**src/rtl/uart_timer_pkg.sv**
```systemverilog
// Shared constants for the UART multi-channel interval timer.
// Holds the channel state encodings and the counting mode encodings.
package uart_timer_pkg;

   localparam logic [0:0] ST_IDLE       = 1'b0;
   localparam logic [0:0] ST_RUN        = 1'b1;

   localparam logic [0:0] MODE_PERIODIC = 1'b0;
   localparam logic [0:0] MODE_ONESHOT  = 1'b1;

endpackage

```
**src/rtl/uart_timer_channel.sv**
```systemverilog
// One timer channel: start/stop control, shadowed limit, periodic or one-shot
// counting on the shared tick, registered done/busy/count outputs.
module uart_timer_channel
   import uart_timer_pkg::*;
#(
   parameter int BITS = 16
) (
   input  logic            clk,
   input  logic            reset,
   input  logic            tick,
   input  logic            start,
   input  logic            stop,
   input  logic            oneshot,
   input  logic [BITS-1:0] limit,
   output logic            done,
   output logic            busy,
   output logic [BITS-1:0] count
);

   logic [0:0]      state_r;
   logic [0:0]      mode_r;
   logic [BITS-1:0] shadow_r;
   logic [BITS-1:0] count_r;
   logic            done_r;

   // Channel state machine; stop beats start, and start beats a same-cycle wrap.
   always_ff @(posedge clk) begin
      if (reset) begin
         state_r  <= ST_IDLE;
         mode_r   <= MODE_PERIODIC;
         shadow_r <= {BITS{1'b0}};
         count_r  <= {BITS{1'b0}};
         done_r   <= 1'b0;
      end else if (stop) begin
         state_r  <= ST_IDLE;
         count_r  <= {BITS{1'b0}};
         done_r   <= 1'b0;
      end else if (start) begin
         state_r  <= ST_RUN;
         count_r  <= {BITS{1'b0}};
         shadow_r <= limit;
         mode_r   <= oneshot ? MODE_ONESHOT : MODE_PERIODIC;
         done_r   <= 1'b0;
      end else begin
         done_r <= 1'b0;
         case (state_r)
            ST_RUN: begin
               if (tick) begin
                  if (count_r == shadow_r) begin
                     count_r <= {BITS{1'b0}};
                     done_r  <= 1'b1;
                     // Periodic channels pick up a new limit only here, at the wrap.
                     if (mode_r == MODE_PERIODIC) begin
                        shadow_r <= limit;
                     end else begin
                        state_r  <= ST_IDLE;
                     end
                  end else begin
                     count_r <= count_r + BITS'(1);
                  end
               end
            end
            ST_IDLE: begin
               count_r <= {BITS{1'b0}};
            end
            default: begin
               state_r <= ST_IDLE;
               count_r <= {BITS{1'b0}};
            end
         endcase
      end
   end

   assign done  = done_r;
   assign busy  = (state_r == ST_RUN);
   assign count = count_r;

endmodule

```
**src/rtl/uart_multi_timer.sv**
```systemverilog
// Multi-channel programmable interval timer: a free-running shared prescaler
// feeding CHANNELS independent timer channels.
module uart_multi_timer
   import uart_timer_pkg::*;
#(
   parameter int BITS     = 16,
   parameter int CHANNELS = 2,
   parameter int PRE_BITS = 8
) (
   input  logic                     clk,
   input  logic                     reset,
   input  logic [PRE_BITS-1:0]      prescale,
   input  logic [CHANNELS-1:0]      start,
   input  logic [CHANNELS-1:0]      stop,
   input  logic [CHANNELS-1:0]      oneshot,
   input  logic [CHANNELS*BITS-1:0] limit,
   output logic [CHANNELS-1:0]      done,
   output logic [CHANNELS-1:0]      busy,
   output logic [CHANNELS*BITS-1:0] count
);

   logic [PRE_BITS-1:0] pcnt_r;
   logic                tick;

   assign tick = (pcnt_r == {PRE_BITS{1'b0}});

   // Prescaler down-counter; start does not touch it, so tick phase is global.
   always_ff @(posedge clk) begin
      if (reset) begin
         pcnt_r <= {PRE_BITS{1'b0}};
      end else if (tick) begin
         pcnt_r <= prescale;
      end else begin
         pcnt_r <= pcnt_r - PRE_BITS'(1);
      end
   end

   for (genvar i = 0; i < CHANNELS; i++) begin : g_ch
      uart_timer_channel #(
         .BITS (BITS)
      ) u_ch (
         .clk     (clk),
         .reset   (reset),
         .tick    (tick),
         .start   (start[i]),
         .stop    (stop[i]),
         .oneshot (oneshot[i]),
         .limit   (limit[i*BITS +: BITS]),
         .done    (done[i]),
         .busy    (busy[i]),
         .count   (count[i*BITS +: BITS])
      );
   end

endmodule

```
**config.mk**
```make
export PLATFORM = sky130hd
export DESIGN_NAME = uart_multi_timer
export DESIGN_NICKNAME = d
export VERILOG_FILES = /design/src/rtl/uart_timer_pkg.sv /design/src/rtl/uart_timer_channel.sv /design/src/rtl/uart_multi_timer.sv
export SDC_FILE = /design/constraint.sdc
export NUM_CORES = 1
export LEC_CHECK = 0
export CAP_MARGIN = 0
export CELL_PAD_IN_SITES_DETAIL_PLACEMENT = 0
export CELL_PAD_IN_SITES_GLOBAL_PLACEMENT = 2
export CORE_AREA = 4 4 118 120
export DETAILED_ROUTE_END_ITERATION = 16
export DIE_AREA = 0 0 122 124
export HOLD_SLACK_MARGIN = 0.15
export PLACE_DENSITY = 0.93
export SYNTH_ARGS = -nofsm -noshare
export SYNTH_HDL_FRONTEND = slang
export SYNTH_SLANG_ARGS = --single-unit
```
**constraint.sdc**
```tcl
create_clock -name clk -period 4.2 [get_ports clk]
set_input_delay 0.84 -clock clk [delete_from_list [all_inputs] [get_ports clk]]
set_output_delay 0.84 -clock clk [all_outputs]
set_load 0.05 [all_outputs]
```
==> metrics <==
# hold bufs at CTS 0; Remaining DRCs 0; CP max-delay cell or3_1; gpl congestion ~0.79; Final min period slightly above 3 ns; vias per cell a little under 5; die area approximately 15000 µm²; DR pass1 iterations 5; r2r worst-path depth 5; commonest non-fill, non-tap cell in the layout clkdlybuf4s50_1; Critical Path AT between 3 and 4 ns; detailed-placement wirelength estimate between 7000 and 8000 µm; Placed Area 5100 µm²; CTS tree built; cell area after synthesis 4170 µm²; Setup crit end kind flip-flop; CTS max path bufs 2; Buf+Inv Stages, Crit Path 0; post_cts resized 0; Worst-Skew Late Latency roughly 0.34 ns; Fin Clk Skew around 0.0057 ns; Worst-Margin Slew 1.07 ns; finished layout cell area approximately 5400 µm²; Post-Layout Cell Count 736; run status completed; Max VDD drop around 0.00018 V; Pleak roughly 2.2 nW; Ys Warns 0; sw frac between 20% and 30%; DR iter-0 viols 156; Die Wd between 100 and 150 µm; clock transition at the registers of the reported paths approximately 0.060 ns; Boundary Pins 84; part of the power in combinational logic about 21%; DRT antenna net count 0; CP Cell Sequence or4_4 -> or3_1 -> or4b_1 -> o22a_1 -> mux2i_1; Core Rows 42; Final Net Count between 600 and 700; NetSw 0.571 mW; CTS Buf Count 9; fin crit share roughly three quarters; initial antenna violation count 0; Routed Wire Length 11000 µm; CP max FO 23; Layout area overhead 29.3%; clk sinks slightly below 80; Cell Count Post-Placement 720; setup violators final 0; CP delay by family, top simple AND/OR/NAND/NOR gates; via count 3655; Post-synth EDFFs 0; number of port buffers a little over 80; syn nets between 500 and 600; Critical Path RT approximately 4.4 ns; post-CTS setup buffer count 0; Levels on crit path 5; FMAX ~320 MHz; Syn Inst Count between 400 and 500; CTS H-tree lvls 3; Placeable Area between 10000 and 15000 µm²; post-synthesis async set-or-reset flop share 0%; Unique masters post-synth 47; routed wire length per instance ~15 µm; Initial Util 32.1%; Pwr Density between 300 and 400 nW/µm²; sequential share of power approximately two fifths; Hold Vio Cnt, Final 0; final setup TNS 0 ns; unrepaired setup endpoints after global routing no; flop and latch count out of synthesis 78; pin count of the biggest net entering global routing 45; Slew headroom 28.7%; Synth Flop Type dfxtp_1; fraction of final layout cells sized beyond drive strength 1 around 4.8%; most used cells in the layout excluding fill and tap cells clkdlybuf4s50_1 (82), dfxtp_1 (78), nand2b_1 (67), nand2_1 (61), xor2_1 (39); Worst Hold Depth 1; max_cap viols 0; gr usage total between 10% and 20%; clock group share of total power 37.7%; Root Driver clkbuf_16; worst hold path class flip-flop to flip-flop; Critical Path Source Type flip-flop; syn avg cell area 8.51 µm²; n_diodes 0; Int Pwr approximately 1.4 mW; Setup CP Type flip-flop to flip-flop; Vert. Die Dim 124 µm; gr ovfl total 0; post-synthesis sequential area ratio between 30% and 40%; slowest cell delay on critical path 0.68 ns; number of global-route vias before repair between 3000 and 4000; max-slew violations 0; first-pass GRT wire length roughly 18000 µm
-- sequential cells by signal, summed over array words and instances, names as in the netlist --
signal              cells
g_ch.u_ch.done          2
g_ch.u_ch.busy          2
pcnt_r                  8
g_ch.u_ch.shadow_r     32
g_ch.u_ch.count        32
g_ch.u_ch.mode_r        2
-- per-layer routing --
layer  vias to the layer above  share of wire (%)  global-route usage (%)
met4                         0                1.3                    5.53
met2                        92                 47                    24.8
li1                       1825                  -                       -
met1                      1723                 47                    18.9
met3                        15                5.0                    4.13
met5                         -                  0                       0
-- worst register-to-register path: stages, from the launching register on --
cell and delay (ns):
dfxtp_1 0.34, or4_4 0.56, or3_1 0.68, or4b_1 0.58, o22a_1 0.53, mux2i_1 0.24
-- power groups by stage --
stage	Clock (mW)	Combinational [mW]	Sequential [mW]
3_3_place_gp	0	0.409	0.846
3_5_place_dp	0	0.413	0.849
4_1_cts	0.766	0.417	0.833
2_1_floorplan	0	0.298	0.838
5_1_grt	0.801	0.453	0.837
6_report	0.751	0.411	0.833
-- metrics by stage --
step	hold WS (ns)	util (%)	worst slack, ns	power [mW]
after CTS	0.489	41.5	1.10	2.02
after global routing	0.507	41.5	0.938	2.09
after detailed placement	0.477	39.3	1.07	1.26
after global placement	0.471	39.3	1.08	1.25
after floorplan	0.437	-	1.72	1.14
final	0.483	41.5	1.12	2.00
-- cells in the mapped netlist, types with 2 or more instances --
cell type	number	area, µm²
nand3b_1	3	22.5
dfxtp_1	78	1560
o311ai_1	6	52.6
clkbuf_1	26	97.6
xnor2_1	7	61.3
buf_6	2	22.5
o21a_1	2	15.0
and3_1	9	56.3
nor4_1	10	62.6
ha_1	4	50.1
or2_2	2	12.5
xor2_1	39	342
a211oi_1	9	67.6
nand2_1	61	229
and2_1	4	25.0
o211ai_1	4	30.0
nand3_1	19	95.1
nand4_1	12	75.1
nand2b_1	67	419
buf_4	4	30.0
a31oi_1	2	12.5
buf_2	2	10.0
nor2b_1	4	25.0
and4_1	3	26.3
o21ai_0	11	55.1
nor3_1	8	40.0
or3_1	4	25.0
inv_1	6	22.5
mux2i_1	33	330
a21oi_1	6	30.0
o2111ai_1	7	61.3
nor2_1	21	78.8
-- final timing paths --
kind | from | to | slack [ns]
worst max-delay path | pcnt_r[3] | g_ch[1].u_ch.shadow_r[6] | 1.12
worst min-delay path | pcnt_r[0] | pcnt_r[0] | 0.48
worst max register to register | pcnt_r[3] | g_ch[1].u_ch.shadow_r[6] | 1.12
worst min register to register | pcnt_r[0] | pcnt_r[0] | 0.48
-- cell families (layout without fill, tap and decap cells) --
| family | after synthesis | in the layout | synth area share [%] |
|---|---|---|---|
| xor gates and xnor gates | 46 | 46 | 9.66 |
| and+or+nand+nor | 234 | 234 | 30.1 |
| AOI/OAI and AO/OA | 54 | 54 | 9.15 |
| buffers and inverters | 41 | 111 | 4.47 |
| DFF | 78 | 78 | 37.5 |
| adders and majority gates | 4 | 4 | 1.20 |
| muxes | 33 | 33 | 7.92 |
-- layout make-up --
| type | count | area, µm² |
|---|---|---|
| Fill cell | 1318 | 7590 |
| Multi-Input combinational cell | 371 | 2430 |
| Sequential cell | 78 | 1560 |
| Timing Repair Buffer | 89 | 871 |
| Clock buffer | 13 | 270 |
| Tap cell | 176 | 220 |
| Inverter | 6 | 22.5 |
| Clock inverter | 3 | 17.5 |
No activity file was read; power rests on OpenSTA's default activity.
